`src/rtl/fetch_stage_pkg.sv`:
```
// Shared types and constants for the instruction fetch stage.
package fetch_stage_pkg;

    localparam int unsigned INSTR_W = 32;
    localparam logic [INSTR_W-1:0] NOP = '0;

    typedef enum logic [1:0] {
        FETCH,
        HOLD,
        DRAIN
    } state_t;

    typedef enum logic [1:0] {
        PC_HOLD,
        PC_INC,
        PC_BRANCH,
        PC_REDIRECT
    } pc_sel_t;

endpackage

```
`src/rtl/fetch_pc_gen.sv`:
```
// Program counter register and next-PC selection for the fetch stage.
module fetch_pc_gen
    import fetch_stage_pkg::*;
#(
    parameter logic [31:0] RESET_PC = 32'h0000_0000
) (
    input  logic        clk,
    input  logic        reset,
    input  logic [1:0]  i_sel,
    input  logic [31:0] i_branch_target,
    input  logic [31:0] i_redirect_pc,
    output logic [31:0] o_pc,
    output logic [31:0] o_pc_plus4
);

    logic [31:0] r_pc;
    logic [31:0] w_pc_next;

    // Wraps modulo 2^32 by construction.
    assign o_pc_plus4 = r_pc + 32'd4;
    assign o_pc       = r_pc;

    always_comb begin
        w_pc_next = r_pc;
        case (pc_sel_t'(i_sel))
            PC_HOLD:     w_pc_next = r_pc;
            PC_INC:      w_pc_next = o_pc_plus4;
            PC_BRANCH:   w_pc_next = i_branch_target;
            PC_REDIRECT: w_pc_next = i_redirect_pc;
            default:     w_pc_next = r_pc;
        endcase
    end

    always_ff @(posedge clk or posedge reset) begin
        if (reset) r_pc <= RESET_PC;
        else       r_pc <= w_pc_next;
    end

endmodule

```
`src/rtl/fetch_stage.sv`:
```
// Instruction fetch stage: request FSM, one-entry skid buffer and IF/ID register.
// Optional FETCH_PERF_CNT_EN adds fetch/bubble performance counters.
module fetch_stage
    import fetch_stage_pkg::*;
#(
    parameter logic [31:0] RESET_PC = 32'h0000_0000
) (
    input  logic        clk,
    input  logic        reset,
    input  logic        stall,
    input  logic        branch_taken,
    input  logic [31:0] branch_target,
    output logic        imem_req,
    output logic [31:0] imem_addr,
    input  logic        imem_ready,
    input  logic [31:0] imem_data,
    output logic [31:0] if_id_instr,
    output logic [31:0] if_id_pc_plus4,
    output logic        if_id_valid
`ifdef FETCH_PERF_CNT_EN
    ,
    output logic [31:0] perf_fetch_cnt,
    output logic [31:0] perf_bubble_cnt
`endif
);

    state_t              r_state;
    state_t              w_state_next;
    pc_sel_t             w_pc_sel;
    logic [31:0]         w_pc;
    logic [31:0]         w_pc_plus4;
    logic [31:0]         r_redirect_pc;
    logic [INSTR_W-1:0]  r_skid_instr;
    logic [31:0]         r_skid_pc4;
    logic                w_skid_we;
    logic                w_redirect_we;
    logic                w_load;
    logic [INSTR_W-1:0]  w_load_instr;
    logic [31:0]         w_load_pc4;
    logic [INSTR_W-1:0]  r_if_instr;
    logic [31:0]         r_if_pc4;
    logic                r_if_valid;

    fetch_pc_gen #(
        .RESET_PC(RESET_PC)
    ) u_pc_gen (
        .clk             (clk),
        .reset           (reset),
        .i_sel           (w_pc_sel),
        .i_branch_target (branch_target),
        .i_redirect_pc   (r_redirect_pc),
        .o_pc            (w_pc),
        .o_pc_plus4      (w_pc_plus4)
    );

    assign imem_req  = !reset && (r_state != HOLD);
    assign imem_addr = w_pc;

    always_comb begin
        w_state_next  = r_state;
        w_pc_sel      = PC_HOLD;
        w_skid_we     = 1'b0;
        w_redirect_we = 1'b0;
        w_load        = 1'b0;
        w_load_instr  = NOP;
        w_load_pc4    = '0;
        case (r_state)
            FETCH: begin
                if (branch_taken) begin
                    if (imem_ready) begin
                        w_pc_sel = PC_BRANCH;
                    end else begin
                        w_redirect_we = 1'b1;
                        w_state_next  = DRAIN;
                    end
                end else if (imem_ready) begin
                    w_pc_sel = PC_INC;
                    if (stall) begin
                        w_skid_we    = 1'b1;
                        w_state_next = HOLD;
                    end else begin
                        w_load       = 1'b1;
                        w_load_instr = imem_data;
                        w_load_pc4   = w_pc_plus4;
                    end
                end
            end
            HOLD: begin
                if (branch_taken) begin
                    w_pc_sel     = PC_BRANCH;
                    w_state_next = FETCH;
                end else if (!stall) begin
                    w_load       = 1'b1;
                    w_load_instr = r_skid_instr;
                    w_load_pc4   = r_skid_pc4;
                    w_state_next = FETCH;
                end
            end
            DRAIN: begin
                // A branch arriving in the same cycle as the response still wins.
                w_redirect_we = branch_taken;
                if (imem_ready) begin
                    w_pc_sel     = branch_taken ? PC_BRANCH : PC_REDIRECT;
                    w_state_next = FETCH;
                end
            end
            default: w_state_next = FETCH;
        endcase
    end

    always_ff @(posedge clk or posedge reset) begin
        if (reset) begin
            r_state       <= FETCH;
            r_redirect_pc <= '0;
            r_skid_instr  <= '0;
            r_skid_pc4    <= '0;
        end else begin
            r_state <= w_state_next;
            if (w_redirect_we) r_redirect_pc <= branch_target;
            if (w_skid_we) begin
                r_skid_instr <= imem_data;
                r_skid_pc4   <= w_pc_plus4;
            end
        end
    end

    always_ff @(posedge clk or posedge reset) begin
        if (reset) begin
            r_if_instr <= '0;
            r_if_pc4   <= '0;
            r_if_valid <= 1'b0;
        end else if (branch_taken) begin
            r_if_instr <= NOP;
            r_if_pc4   <= '0;
            r_if_valid <= 1'b0;
        end else if (!stall) begin
            r_if_instr <= w_load_instr;
            r_if_pc4   <= w_load_pc4;
            r_if_valid <= w_load;
        end
    end

    assign if_id_instr    = r_if_instr;
    assign if_id_pc_plus4 = r_if_pc4;
    assign if_id_valid    = r_if_valid;

`ifdef FETCH_PERF_CNT_EN
    logic [31:0] r_perf_fetch;
    logic [31:0] r_perf_bubble;

    always_ff @(posedge clk or posedge reset) begin
        if (reset) begin
            r_perf_fetch  <= '0;
            r_perf_bubble <= '0;
        end else if (branch_taken || (!stall && !w_load)) begin
            r_perf_bubble <= r_perf_bubble + 32'd1;
        end else if (!stall) begin
            r_perf_fetch <= r_perf_fetch + 32'd1;
        end
    end

    assign perf_fetch_cnt  = r_perf_fetch;
    assign perf_bubble_cnt = r_perf_bubble;
`endif

endmodule

```
`config.mk`:
```
export PLATFORM = sky130hd
export DESIGN_NAME = fetch_stage
export DESIGN_NICKNAME = d
export VERILOG_FILES = /design/src/rtl/fetch_stage_pkg.sv /design/src/rtl/fetch_pc_gen.sv /design/src/rtl/fetch_stage.sv
export SDC_FILE = /design/constraint.sdc
export NUM_CORES = 1
export LEC_CHECK = 0
export ABC_CLOCK_PERIOD_IN_PS = 8000
export CORE_ASPECT_RATIO = 1.5
export CORE_MARGIN = 4
export CORE_UTILIZATION = 45
export CTS_CLUSTER_DIAMETER = 30
export DETAILED_ROUTE_END_ITERATION = 12
export GPL_TIMING_DRIVEN = 0
export PLACE_DENSITY = 0.72
export SLEW_MARGIN = 20
export SYNTH_ARGS = -nofsm -noshare
export SYNTH_HDL_FRONTEND = slang
export SYNTH_HIERARCHICAL = 1
export SYNTH_SLANG_ARGS = --single-unit
```
`constraint.sdc`:
```
create_clock -name clk -period 8 [get_ports clk]
set_clock_uncertainty 0.2 [all_clocks]
set_input_delay 2 -clock clk [delete_from_list [all_inputs] [get_ports clk]]
set_output_delay 2 -clock clk [all_outputs]
set_load 0.02 [all_outputs]
```
======== Word level (Yosys, flattened, before mapping) ========
Index checks and enable logic that the tools add are counted.
word-level totals
  input bits .............................. 69
  logic and storage cells ................. 61
  output and inout bits ................... 98
  flip-flop bits (word level) ............. 195
cells by class
  eq/ne operators ......................... 12
  reductions and logical operators ........ 5
  $add $sub $neg .......................... 1
  multiplexer cells ....................... 35
operator list
  kind                     count
  $mux W32                 6
  $pmux W32 S2             2
  $pmux W32 S3             1
  $add A32 B3 Y32 const B  1
  $mux W2                  11
  $ne A3 B3 Y1 const B     4
  $pmux W2 S3              2
  $mux W1                  11
  $eq A2 B2 Y1 const B     3
  $reduce_and A5 Y1        1
  $eq A2 B1 Y1 const B     2
  $logic_not A2 Y1         2
  $ne A2 B1 Y1 const B     2
  $pmux W1 S2              2
  $ne A2 B2 Y1 const B     1
  $logic_and A1 B1 Y1      1
  $logic_not A1 Y1         1

======== Logic depth before layout (Yosys ltp) ========
Gate-level depths: netlist (run 1).
  word-level depth ........................ 5
  depth in mapped cells ................... 10
  mapped depth without buffers ............ 8

======== Cells and area by module ========
Netlist (run 1), hierarchy kept.
modules (own cells, without submodules)
  module        times used  sequential area each (um^2)  area an instance (um^2)  cells each
  fetch_stage   1           4,078.9                      7,148.1                  574
  fetch_pc_gen  1           800.8                        2,752.6                  328

======== Least setup slack after synthesis (run 1) ========
No wires, ideal clock.
  path type ............................... input-to-output
  from .................................... in reset
  to ...................................... out imem_req
  cell stages on the path ................. 1
  path slack .............................. 3.460 ns
  arrival ................................. 2.340 ns
  data required time ...................... 5.800 ns
  cells stage by stage .................... a21oi_1
between the ends
  word-level cells in the longest chain between the ends .. 2
ends and longest elaborated chain
  element                     line               source
  start: declaration          fetch_stage.sv:9   input logic reset,
  $logic_not A1 Y1 (no line)  n/a
  $logic_and A1 B1 Y1         fetch_stage.sv:56  assign imem_req = !reset && (r_state != HOLD);
  end: declaration            fetch_stage.sv:13  output logic imem_req,
Every way passes these cells.

======== Final worst setup path (run 1) ========
Same ends and word-level chain as after synthesis.

==> results of run 1 <==
[flip-flops by register name, indices dropped and copies added, names as in the netlist]
signal and count:
u_pc_gen/o_pc 32, r_skid_pc4 32, r_redirect_pc 32, if_id_valid 1, if_id_instr 32, if_id_pc_plus4 32, r_skid_instr 32, r_state 2
[final timing paths]
check                      cells after the start  slack, ns               from                  to
max                                            3       2.31              reset            imem_req
min                                            1       0.29  r_redirect_pc[23]   r_redirect_pc[23]
max reg2reg                                   10       4.65         r_state[0]   u_pc_gen/o_pc[25]
min reg2reg                                    1       0.29  r_redirect_pc[23]   r_redirect_pc[23]
max in group asynchronous                      3       4.82              reset  if_id_pc_plus4[22]
min in group asynchronous                      2       1.94              reset    r_skid_instr[23]
[metal layers]
metal | vias to the layer above | routed length, um | track usage, %
met5 | - | 0 | 0
met4 | 0 | 797 | 8.61
met3 | 43 | 966 | 3.62
met2 | 192 | 13200 | 36.9
met1 | 3677 | 10600 | 26.4
li1 | 3580 | - | -
[area by class of cell]
cell class                 instances  share of cell area [%]
sequential                       195                    38.8
multi-input combinational        620                    35.9
timing repair buffer             165                    13.3
buffer                            75                    3.73
clock buffer                      20                    3.72
tap                              272                    2.71
clock inverter                    12                    1.35
inverter                          12                   0.418
[cell usage after synthesis (2+ instances only)]
cell	number	area, um2
xnor2_1	27	236
or4_1	2	15.0
and2_1	15	93.8
nor2_1	19	71.3
clkbuf_1	32	120
a21oi_1	21	105
inv_1	11	41.3
dfrtp_1	195	4880
nand3b_1	5	37.5
nand3_1	16	80.1
a22o_1	55	482
nand4_1	15	93.8
o211ai_1	3	22.5
o21ai_0	69	345
and3_1	6	37.5
buf_12	5	100
nand4_2	2	25.0
o31a_1	12	105
or2_2	3	18.8
buf_1	4	15.0
a211oi_1	17	128
a31oi_1	7	43.8
and4_1	5	43.8
mux2i_1	17	170
buf_4	6	45.0
nand2_1	143	537
or3_1	7	43.8
nor3_1	7	35.0
nor4_1	13	81.3
mux2_4	49	736
buf_6	6	67.6
xor2_1	14	123
mux2_2	49	552
buf_2	21	105
a22oi_1	5	37.5
[through the flow]
stage	cell area, um2	instances	power (mW)
floorplan	9900	902	1.85
global placement	11900	1338	2.12
detailed placement	11900	1339	2.14
CTS	12600	1371	3.07
global route	12600	1371	3.20
finish	12600	1371	3.05
[critical path, cell delays in order]
cell and delay, ns:
clkdlybuf4s50_1 0.59, a21oi_1 0.20, clkdlybuf4s50_1 0.70
[power groups by stage]
stage                     sequential [mW]  clock (mW)  combinational [mW]
after global placement               1.33           0               0.792
after CTS                            1.32       0.940               0.816
after floorplan                      1.36           0               0.486
after global routing                 1.34       0.975               0.879
after detailed placement             1.33           0               0.810
final                                1.32       0.921               0.810
[kinds of logic (layout without fill, tap and decap cells)]
kind of cell               Yosys count  in the layout  synth area share [%]
muxes                              117            117                  15.1
and+or+nand+nor                    267            267                  13.3
AOI/OAI and AO/OA                  194            194                  13.4
adders and majority gates            1              1                 0.126
DFF                                195            195                  49.3
buffers and inverters               87            284                  5.18
xor gates and xnor gates            41             41                  3.63
[cells in the final DEF, fill, tap and decap left out, types with 4 or more instances in the layout]
master             n
dfrtp_1          195
clkdlybuf4s50_1  164
nand2_1          143
o21ai_0           69
a22o_1            55
mux2_4            49
mux2_2            49
clkbuf_1          32
xnor2_1           27
a21oi_1           21
buf_2             21
nor2_1            19
a211oi_1          17
clkbuf_16         17
mux2i_1           17
nand3_1           16
and2_1            15
nand4_1           15
xor2_1            14
nor4_1            12
o31a_1            12
inv_1              9
nor3_1             7
or3_1              7
a31oi_1            7
buf_4              6
buf_6              6
and3_1             6
buf_12             5
a22oi_1            5
nand3b_1           5
clkinv_4           5
and4_1             5
buf_1              4
==> flow_summary.ini, run 1 <==
[timing]
fmax_mhz = 176
drv_slew = 0
worst_hold_slack_ns = 0.287
setup_viol = 0
fin_tns_setup_ns = 0
fin_ws_ns = 2.31
hold_viol_final = 0
rsz0062_at_grt = false
period_share_pct = 71.1
worst_pin_slew_ns = 0.986
fin_crit_ns = 5.69
relSlewSlack_pct = 33.7

[yosys]
synth_edf_count = 0
synth.distinct_cells = 54
syn_inst = 902
synth_fp_nets = 972
syn_area_um2 = 9900
ys.flop_type = dfrtp_1
yosysSeqAreaShare_pct = 49.3
synth.avg_cell_area_um2 = 11.0
ys_warn_count = 6
ys_seq_elements = 195
async_flop_share_pct = 100

[clock_network]
cts_tree = built
cts_made_buffers = 17
post_cts_resized = 0
clk_latency_ns = 0.44
clock-sinks = 195
post_cts_buffers = 0
cts-root-buf = clkbuf_16
postCtsHoldBufs = 0
clk_pin_slew_worst_paths_ns = 0.07
clock_path_buffers = 2
htree_levels = 4

[floorplanning]
coreArea_um2 = 21600
fp-row-count = 66
pin_count = 167
start_util_pct = 45.8
die_w_um = 129
dieArea_um2 = 24500
die_height_um = 190

[layout]
utilization_pct = 58.1
final_nets = 1156
syn_to_final_growth_pct = 26.9
diodes = 0
regArea_um2 = 4880
fillers = 1875
multi_input_area_um2 = 4510
layout-drive-gt1-share_pct = 17.2

[worst_setup_path]
crit_arrival_ns = 3.49
crit_type = in -> out
crit_fanout = 3
critPathLaunchType = input port
required_ns = 5.80
endpoint_kind = output pin

[global_routing]
grt_util_all_layers_pct = 21.4
grt.overflow.total = 0
grt_pass1_vias = 7806
grt_max_degree = 104
antenna_found_initial = 0
grt_pass1_wl_um = 41600

[pwr]
powerDensity_nw_per_um2 = 243
clkPwrFrac_pct = 30.2
p_seq_share_pct = 43.3
netSwitchingFraction_pct = 30.4
p_switching_mw = 0.927
cellLeakagePower_nw = 5.21
comb_power_share_pct = 26.6
p_int_mw = 2.12
ir_drop_v = 0.000162

[drt]
drc = 0
wirelength_um = 25600
post_drt_wl_per_cell_um = 18.7
drtPass1Iterations = 5
drt_iter0_drc = 515
num_vias = 7492
avgViaCountPerCell = 5.46
ant_nets = 0

[min_path]
worstHoldPathType = reg -> reg

[placement]
port-buffer-count = 164
gp_congestion = 0.890
dp_hpwl_um = 18800
place_ws_ns = 2.31

[run]
cap_violations = 0

[run_status]
status = complete, no violations
Note: power is estimated with default switching activity, not from simulation.
==> run 2: changes to the inputs <==
ABC_CLOCK_PERIOD_IN_PS = 4700   (was 8000)
PLACE_DENSITY = 0.75   (was 0.72)
clock period = 4.7 ns   (was 8 ns; I/O delays follow)
==> flow_summary.ini, run 2 (same netlist as run 1, synthesis figures left out) <==
[timing]
period_share_pct = 82.7
hold_viol_final = 0
relSlewSlack_pct = 30.8
fmax_mhz = 257
fin_crit_ns = 3.89
rsz0062_at_grt = false
drv_slew = 0
worst_pin_slew_ns = 1.03
setup_viol = 0
worst_hold_slack_ns = 0.291

[layout]
diodes = 0
regArea_um2 = 4880
syn_to_final_growth_pct = 26.9
final_common_cell = dfrtp_1
fillers = 1859
final_nets = 1160
final_cell_mix = 195 x dfrtp_1, 164 x clkdlybuf4s50_1, 143 x nand2_1
layout-drive-gt1-share_pct = 17.3
multi_input_area_um2 = 4510
final_cell_count_no_fill = 1375
utilization_pct = 58.1

[pwr]
comb_power_share_pct = 27.2
powerDensity_nw_per_um2 = 406
clkPwrFrac_pct = 28.6
netSwitchingFraction_pct = 30.8
p_switching_mw = 1.57
p_seq_share_pct = 44.2
ir_drop_v = 0.000277
p_int_mw = 3.53
cellLeakagePower_nw = 5.20

[floorplanning]
coreArea_um2 = 21600
pin_count = 167
die_height_um = 190
start_util_pct = 45.8
fp-row-count = 66
die_w_um = 129
dieArea_um2 = 24500

[global_routing]
grt.overflow.total = 0
grt_max_degree = 35
grt_pass1_wl_um = 41700
grt_pass1_vias = 7822
antenna_found_initial = 0
grt_util_all_layers_pct = 21.6

[placement]
port-buffer-count = 164
dp_hpwl_um = 19500
gp_congestion = 0.856
dp_cells = 1343

[clock_network]
post_cts_buffers = 0
clk_latency_ns = 0.44
post_cts_resized = 0
htree_levels = 4
cts_made_buffers = 17
clock-sinks = 195
clock_path_buffers = 2
cts_tree = built
postCtsHoldBufs = 0
cts-root-buf = clkbuf_16
clk_pin_slew_worst_paths_ns = 0.07

[worst_setup_path]
setup.worst_path.start = reset
crit_type = in -> out
crit_arrival_ns = 2.51
crit_fanout = 3
endpoint_kind = output pin
reg2reg_from = r_state[0]
critPathLaunchType = input port
required_ns = 3.32

[drt]
avgViaCountPerCell = 5.53
drtPass1Iterations = 5
drt_iter0_drc = 418
ant_nets = 0
num_vias = 7601
wirelength_um = 26300
post_drt_wl_per_cell_um = 19.1
drc = 0

[run]
cap_violations = 0

[min_path]
worstHoldStart = r_redirect_pc[23]
worstHoldPathType = reg -> reg

[run_status]
status = complete, no violations
## run 2: cell types whose count changed in the layout (fill, tap and decap cells not counted), sizes merged
cell	before	now
bufinv	3	2
clkinvlp	1	4
buf	44	48
inv	15	13
## run 2: critical path: stages
cell and delay, ns:
clkdlybuf4s50_1 0.50, a21oi_1 0.16, clkdlybuf4s50_1 0.68
## run 2: path summary, 6_finish.rpt
kind	endpoint	slack [ns]	depth (start not counted)
worst max-delay path	imem_req	0.81	3
worst min-delay path	r_redirect_pc[23]	0.29	1
worst max register to register	u_pc_gen/o_pc[22]	1.31	9
worst min register to register	r_redirect_pc[23]	0.29	1
max in group asynchronous	if_id_pc_plus4[20]	2.66	4
min in group asynchronous	r_skid_instr[29]	0.95	2
## run 2: final cells by class
type                            count  area share, %
Sequential cell                   195           38.8
Multi-Input combinational cell    620           35.9
Timing Repair Buffer              169           13.9
Buffer                             75           3.72
Clock buffer                       20           3.55
Tap cell                          272           2.71
Clock inverter                     12           1.03
Inverter                           12          0.388
## run 2: power groups by stage
| stage | clock network, mW | registers [mW] | logic, mW |
|---|---|---|---|
| 2_1_floorplan | 0 | 2.32 | 0.827 |
| 3_3_place_gp | 0 | 2.26 | 1.35 |
| 3_5_place_dp | 0 | 2.27 | 1.39 |
| 4_1_cts | 1.49 | 2.25 | 1.39 |
| 5_1_grt | 1.55 | 2.29 | 1.50 |
| 6_report | 1.46 | 2.25 | 1.39 |
## run 2: metal layers
metal	part of all wire [%]	vias to the layer above	GRT usage, %	wire length, um
met3	4.6	52	3.85	1200
met5	0	-	0	0
li1	-	3594	-	-
met2	51	231	37.2	13500
met4	3.3	0	9.09	864
met1	41	3724	26.3	10700
## run 2: through the flow
step                      area [um2]  total power, mW  setup TNS [ns]  setup slack [ns]
after CTS                      12600             5.13               0             0.786
after floorplan                 9900             3.15               0              1.25
after global placement         11900             3.61          -32.25            -0.209
after detailed placement       12000             3.66               0             0.816
final                          12600             5.10               0             0.814
after global routing           12600             5.35               0             0.744
==> run 3: changes to the inputs <==
ABC_CLOCK_PERIOD_IN_PS = 3600   (was 4700)
PLACE_DENSITY = 0.72   (was 0.75)
clock period = 3.6 ns   (was 4.7 ns; I/O delays follow)
==> flow_summary.ini, run 3 (same netlist as run 1, synthesis figures left out) <==
[worst_setup_path]
cpMostUsedCell = buf_2
crit_path_top_delay_cell = clkdlybuf4s50_1
required_ns = 2.50
crit_arrival_ns = 2.37
crit_fanout = 10
critPathLaunchType = flop
crit_type = reg -> out
max_stage_delay_ns = 0.67
cp_cell_sequence = buf_4 -> buf_2 -> buf_2 -> a21oi_1 -> clkdlybuf4s50_1
rr_worst_depth = 10
endpoint_kind = output pin

[floorplanning]
dieArea_um2 = 24500
die_height_um = 190
pin_count = 167
start_util_pct = 45.8
die_w_um = 129
fp-row-count = 66
coreArea_um2 = 21600

[layout]
syn_to_final_growth_pct = 27.2
final_common_cell = dfrtp_1
final_nets = 1160
final_area_um2 = 12600
fillers = 1888
final_cell_mix = 195 x dfrtp_1, 164 x clkdlybuf4s50_1, 143 x nand2_1
diodes = 0
layout-drive-gt1-share_pct = 17.4
utilization_pct = 58.2

[clock_network]
postCtsHoldBufs = 0
cts_tree = built
htree_levels = 4
cts-root-buf = clkbuf_16
clk_pin_slew_worst_paths_ns = 0.08
post_cts_resized = 1
cts_made_buffers = 17
clock-sinks = 195
clock_path_buffers = 2
clk_latency_ns = 0.44
post_cts_buffers = 0

[drt]
wirelength_um = 26100
drtPass1Iterations = 5
drc = 0
ant_nets = 0
post_drt_wl_per_cell_um = 19.0
drt_iter0_drc = 420
avgViaCountPerCell = 5.52
num_vias = 7596

[global_routing]
grt.overflow.total = 0
use_met1_pct = 26.8
antenna_found_initial = 0
grtUsageMet2_pct = 38.2
grt_pass1_vias = 7758
grt_pass1_wl_um = 41900
grt_util_all_layers_pct = 21.7
grt_max_degree = 35
gr-usage-met3_pct = 3.31
grt_most_used_layer = met2

[min_path]
worstHoldPathType = reg -> reg
holdPathStages = 2

[timing]
drv_slew = 0
fmax_mhz = 288
worst_pin_slew_ns = 0.935
period_share_pct = 96.4
fin_ws_ns = 0.131
fin_crit_ns = 3.47
hold_viol_final = 0
fin_tns_setup_ns = 0
setup_viol = 0
relSlewSlack_pct = 37.1
rsz0062_at_grt = false

[pwr]
p_total_mw = 6.70
ir_drop_v = 0.000351
cellLeakagePower_nw = 5.21
powerDensity_nw_per_um2 = 532

[placement]
gp_congestion = 0.883
port-buffer-count = 164
place_ws_ns = -0.0204
placed_cell_area_um2 = 12000
dp_hpwl_um = 19700

[run]
cap_violations = 0

[run_status]
status = complete, no violations
run 3: changes by cell type in the layout (fill, tap and decap cells not counted), sizes merged:
cell,previous run,this run
inv,13,17
clkinv,5,2
clkbuf,52,51
run 3: power by group:
part           internal [mW]  switching [mW]  total [mW]
Sequential              2.62           0.324        2.94
Combinational          0.949           0.864        1.81
Clock                   1.05           0.894        1.95
run 3: final timing paths:
check | startpoint | end | slack (ns)
setup / recovery | r_state[0] | imem_req | 0.13
hold / removal | if_id_instr[30] | if_id_instr[30] | 0.29
setup reg to reg | r_state[0] | u_pc_gen/o_pc[19] | 0.38
hold reg to reg | if_id_instr[30] | if_id_instr[30] | 0.29
max in group asynchronous | reset | if_id_pc_plus4[1] | 1.60
min in group asynchronous | reset | if_id_instr[9] | 0.83
run 3: metal layers:
layer	vias to the layer above	share of wire, %
met4	0	3.0
met1	3732	41
met2	230	52
met5	-	0
met3	44	4.6
li1	3590	-
run 3: layout make-up:
cell class	instances	area (um2)	area share (%)
Tap cell	272	340	2.70
Clock buffer	19	443	3.52
Inverter	12	48.8	0.388
Multi-Input combinational cell	620	4510	35.9
Sequential cell	195	4880	38.8
Timing Repair Buffer	169	1750	13.9
Clock inverter	13	145	1.15
Buffer	75	470	3.74
run 3: stage by stage:
| step | hold WS [ns] | std cells |
|---|---|---|
| final | 0.285 | 1375 |
| after global placement | 0.260 | 1338 |
| after floorplan | 0.250 | 902 |
| after global routing | 0.312 | 1375 |
| after detailed placement | 0.271 | 1343 |
| after CTS | 0.288 | 1375 |
run 3: worst max-delay path, delay by kind of cell (launching register included):
family                 cells  cell delay, ns
buffers and inverters      4            1.31
DFF                        1            0.45
AOI/OAI and AO/OA          1            0.17
